===== src/rtl/fetch_queue.sv =====
// rtl/fetch_queue.sv - PC generator, ROM fetch driver and DEPTH-entry {addr,inst} queue
// Optional perf counters (fetch_cnt_o, flush_cnt_o) built when FETCH_PERF_CNT_EN is defined.
module fetch_queue #(
  parameter int              XLEN     = 32,
  parameter int              DEPTH    = 4,
  parameter logic [XLEN-1:0] RESET_PC = '0,
  parameter logic [XLEN-1:0] NOP_INST = XLEN'(32'h0000_0013),
  localparam int             PW       = $clog2(DEPTH),
  localparam int             CW       = $clog2(DEPTH) + 1
) (
  input  logic            clk,
  input  logic            rstn,
  input  logic            jump_en_i,
  input  logic [XLEN-1:0] jump_addr_i,
  output logic [XLEN-1:0] rom_addr_o,
  output logic            rom_ren_o,
  input  logic [XLEN-1:0] rom_inst_i,
  output logic            inst_valid_o,
  input  logic            inst_ready_i,
  output logic [XLEN-1:0] inst_o,
  output logic [XLEN-1:0] inst_addr_o,
  output logic [CW-1:0]   count_o
`ifdef FETCH_PERF_CNT_EN
  ,
  output logic [31:0]     fetch_cnt_o,
  output logic [31:0]     flush_cnt_o
`endif
);

  logic [XLEN-1:0] pc;
  logic [PW-1:0]   wr_ptr;
  logic [PW-1:0]   rd_ptr;
  logic [CW-1:0]   count;
  logic [XLEN-1:0] addr_mem [DEPTH];
  logic [XLEN-1:0] inst_mem [DEPTH];
  logic            push;
  logic            pop;

  // Enable is a function of count only, so ready never reaches the ROM.
  assign rom_ren_o    = (count != CW'(DEPTH));
  assign rom_addr_o   = pc;
  assign inst_valid_o = (count != '0);
  assign count_o      = count;
  assign push         = rom_ren_o & ~jump_en_i;
  assign pop          = inst_valid_o & inst_ready_i & ~jump_en_i;
  assign inst_o       = inst_valid_o ? inst_mem[rd_ptr] : NOP_INST;
  assign inst_addr_o  = inst_valid_o ? addr_mem[rd_ptr] : '0;

  always_ff @(posedge clk or negedge rstn) begin
    if (!rstn) begin
      pc     <= RESET_PC;
      wr_ptr <= '0;
      rd_ptr <= '0;
      count  <= '0;
    end else if (jump_en_i) begin
      pc     <= jump_addr_i & ~XLEN'(3);
      wr_ptr <= '0;
      rd_ptr <= '0;
      count  <= '0;
    end else begin
      if (push) begin
        pc     <= pc + XLEN'(4);
        wr_ptr <= wr_ptr + PW'(1);
      end
      if (pop) begin
        rd_ptr <= rd_ptr + PW'(1);
      end
      case ({push, pop})
        2'b10:   count <= count + CW'(1);
        2'b01:   count <= count - CW'(1);
        default: count <= count;
      endcase
    end
  end

  // Payload storage needs no reset; validity is tracked by count.
  always_ff @(posedge clk) begin
    if (push) begin
      addr_mem[wr_ptr] <= pc;
      inst_mem[wr_ptr] <= rom_inst_i;
    end
  end

`ifdef FETCH_PERF_CNT_EN
  always_ff @(posedge clk or negedge rstn) begin
    if (!rstn) begin
      fetch_cnt_o <= '0;
      flush_cnt_o <= '0;
    end else begin
      if (push) begin
        fetch_cnt_o <= fetch_cnt_o + 32'd1;
      end
      if (jump_en_i) begin
        flush_cnt_o <= flush_cnt_o + 32'd1;
      end
    end
  end
`endif

endmodule


===== config.mk =====
export PLATFORM = sky130hd
export DESIGN_NAME = fetch_queue
export DESIGN_NICKNAME = d
export VERILOG_FILES = /design/src/rtl/fetch_queue.sv
export SDC_FILE = /design/constraint.sdc
export NUM_CORES = 1
export LEC_CHECK = 0
export CORE_ASPECT_RATIO = 0.9
export CORE_UTILIZATION = 50
export CTS_CLUSTER_SIZE = 10
export DETAILED_ROUTE_END_ITERATION = 8
export HOLD_SLACK_MARGIN = 0.15
export PLACE_DENSITY = 0.79
export SLEW_MARGIN = 20
export SYNTH_ARGS = -nofsm -noshare
export SYNTH_HDL_FRONTEND = slang
export SYNTH_SLANG_ARGS = --single-unit

===== constraint.sdc =====
create_clock -name clk -period 3.8 [get_ports clk]
set_input_delay 0.76 -clock clk [delete_from_list [all_inputs] [get_ports clk]]
set_output_delay 0.76 -clock clk [all_outputs]
set_load 0.03 [all_outputs]

==> metrics <==
outcome complete, no violations; Top Metal Used met4; Clk Latency, worst-skew pair 0.50 ns; routed wire length on met2 11100 um; P_sw 0.001900 W; Setup Skew 0.01859 ns; area delta synth->final 24.71%; first-pass GRT wire length 36960 um; full die area 23730 sq um; Int Pwr 0.005822 W; vias post-DR 6548; Initial Utilization 51.20%; routed wl met3 1721 um; Final nets 894; mapped cell area 11560 sq um; wl on met1 10480 um; Final Util 63.85%; CORE AREA 22580 sq um; PortBufs 162; DRC viols 0; setup ws final 0.2982 ns; Yosys warning count 0; IO Count 169; Leak Pwr 4.713 nW; count of flip-flops with a built-in enable after synthesis 248; most common cell after layout, fill and taps aside edfxtp_1; CP endpoint kind primary output; Seq/Total Area, Yosys 72.44%; routed wire length 23800 um; maximum VDD drop 0.2523 mV; Starting DRT DRC Count 431; Power Total 0.007723 W; Synth Area per Inst 17.73 sq um; CTS sink count 285; Placer Congestion 0.8010; Synth async-reset ratio 12.98%; Max-Cap Viols 0; Total GRT Usage 20.67%; Fmax 0.2856 GHz; ys flop type edfxtp_1; setup_tns 0 ns; Period minus WS final 3.502 ns; CTS tree built; distinct cell type count after synthesis 44; CTS H-tree lvls 2; Worst Path Arrival 2.74 ns; layout cells sized above 1 14.92%; CP required 3.04 ns; sw frac 24.61%; Final Max Slew Viols 0; r2r setup slk 1.46 ns; Seq cells post-synth 285; CTS Buffer Depth 3; Clock Power Share 35.9%; CTS Buf Count 34; DR pass1 iterations 5; worst min path class in2async; number of setup violations in the final report 0; reg2reg start count_o[2]$_DFFE_PN0P_; hpwl dp 13720 um; n_diodes 0; worst-margin pin slew 0.9901 ns; Antenna Nets Post-Route 0; Final Hold Viols 0; Post-CTS Setup Repair Bufs 0; cts hold-fix bufs 0; Row Count 52; Critical Setup Path Class reg2out; Post-CTS Resized 0; Worst Path Max Fanout 20; final period utilization 92.15%; Worst-path clk slew 0.06 ns; dpl ws 0.7750 ns; unrepaired setup endpoints after global routing false; Flop pwr share 48.7%; DR WL/cell 21.10 um; reg2reg end addr_mem[3][31]$_DFFE_PP_; clock root cell clkbuf_16; vias in the first global route 6545; Synth Instances 652; most frequent cells in the layout edfxtp_1 (248), clkdlybuf4s50_1 (161), mux4_2 (62); CP startpoint kind flop; combinational fraction of design power 15.4%; Slew Limit Headroom 34.00%; initial antenna violation count 0; largest net degree at the start of global routing 63; Reg2Reg Depth 3; Die W 162.3 um; number of vias per cell 5.805; total power per unit cell area 535.7 nW/um^2; die height 146.2 um; grt ovf 0
cell type report:
type	instances	area, sq um
timing repair buffer	170	1714
multi-input combinational	319	2984
tap	297	371.6
fill	1568	8162
inverter	11	41.29
clock buffer	44	909.6
clock inverter	2	13.76
sequential	285	8381
critical path, stage by stage (launching register included):
cell and delay [ns]:
dfrtp_4 0.42, buf_4 0.37, mux4_2 0.54, or2_2 0.30, clkdlybuf4s50_1 0.61
power by group through the flow:
stage,logic (W),registers (W),clock network (W)
floorplan,0.000664,0.00383,0
global placement,0.00119,0.00381,0
detailed placement,0.00120,0.00382,0
CTS,0.00121,0.00376,0.00283
global route,0.00127,0.00378,0.00294
finish,0.00119,0.00376,0.00277
cells in the mapped netlist, drive strengths merged, types with 3 or more instances:
cell type	n	area, sq um
or2	5	31.28
xor2	4	35.03
nand3	12	65.06
clkbuf	26	98.84
inv	10	37.54
xnor2	7	61.31
nand4	6	37.54
nand2	26	97.59
and3	5	31.28
nor3	5	25.02
dfrtp	37	925.9
edfxtp	248	7447
and2	61	381.6
a21oi	3	15.01
mux4	62	1396
buf	14	92.59
ha	5	62.56
nor2	25	93.84
o21ai	14	70.07
a31oi	20	125.1
o31ai	14	105.1
or4	20	157.7
or3	5	31.28
metal layers:
metal / GRT usage (%) / vias up
met5: 0 / -
met4: 6.509 / 0
met3: 3.722 / 45
met2: 31.75 / 278
met1: 30.26 / 3327
li1: - / 2898
flip-flops by register name (all words and copies together), names as in the netlist:
name / cells
inst_mem: 128
rom_addr_o: 30
wr_ptr: 2
rd_ptr: 2
addr_mem: 120
count_o: 3
cells by family (layout without fill, tap and decap cells):
group / after synthesis / count (layout) / synth area share [%]
compound gates: 58 / 58 / 3.248
xor+xnor: 11 / 11 / 0.8335
fa+ha+maj: 5 / 5 / 0.5412
buf+inv: 51 / 227 / 2.013
flops: 285 / 285 / 72.44
mux: 63 / 63 / 12.17
other cells: 1 / 4 / 0.03244
simple gates: 178 / 178 / 8.725
metrics by stage:
step                hold WS, ns  cells  instance area [sq um]
detailed placement       0.5810   1082                  13490
floorplan                0.4644    655                  11570
global placement         0.5617   1082                  13490
finish                   0.3900   1128                  14420
global route             0.4564   1128                  14420
CTS                      0.3976   1128                  14420
worst max path at each step:
| stage | start | end | slack [ns] | depth (start not counted) |
|---|---|---|---|---|
| 2_1_floorplan | count_o[0]$_DFFE_PN0P_ | addr_mem[0][10]$_DFFE_PP_ | 0.38 | 5 |
| 3_3_place_gp | rd_ptr[0]$_DFFE_PN0P_ | inst_o[1] | 0.79 | 4 |
| 3_5_place_dp | count_o[1]$_DFFE_PN0P_ | inst_addr_o[25] | 0.77 | 6 |
| 4_1_cts | rd_ptr[0]$_DFFE_PN0P_ | inst_o[1] | 0.24 | 4 |
| 5_1_grt | count_o[0]$_DFFE_PN0P_ | inst_addr_o[18] | 0.14 | 6 |
| 6_report | rd_ptr[0]$_DFFE_PN0P_ | inst_o[1] | 0.30 | 4 |
Note: power is estimated with default switching activity, not from simulation.
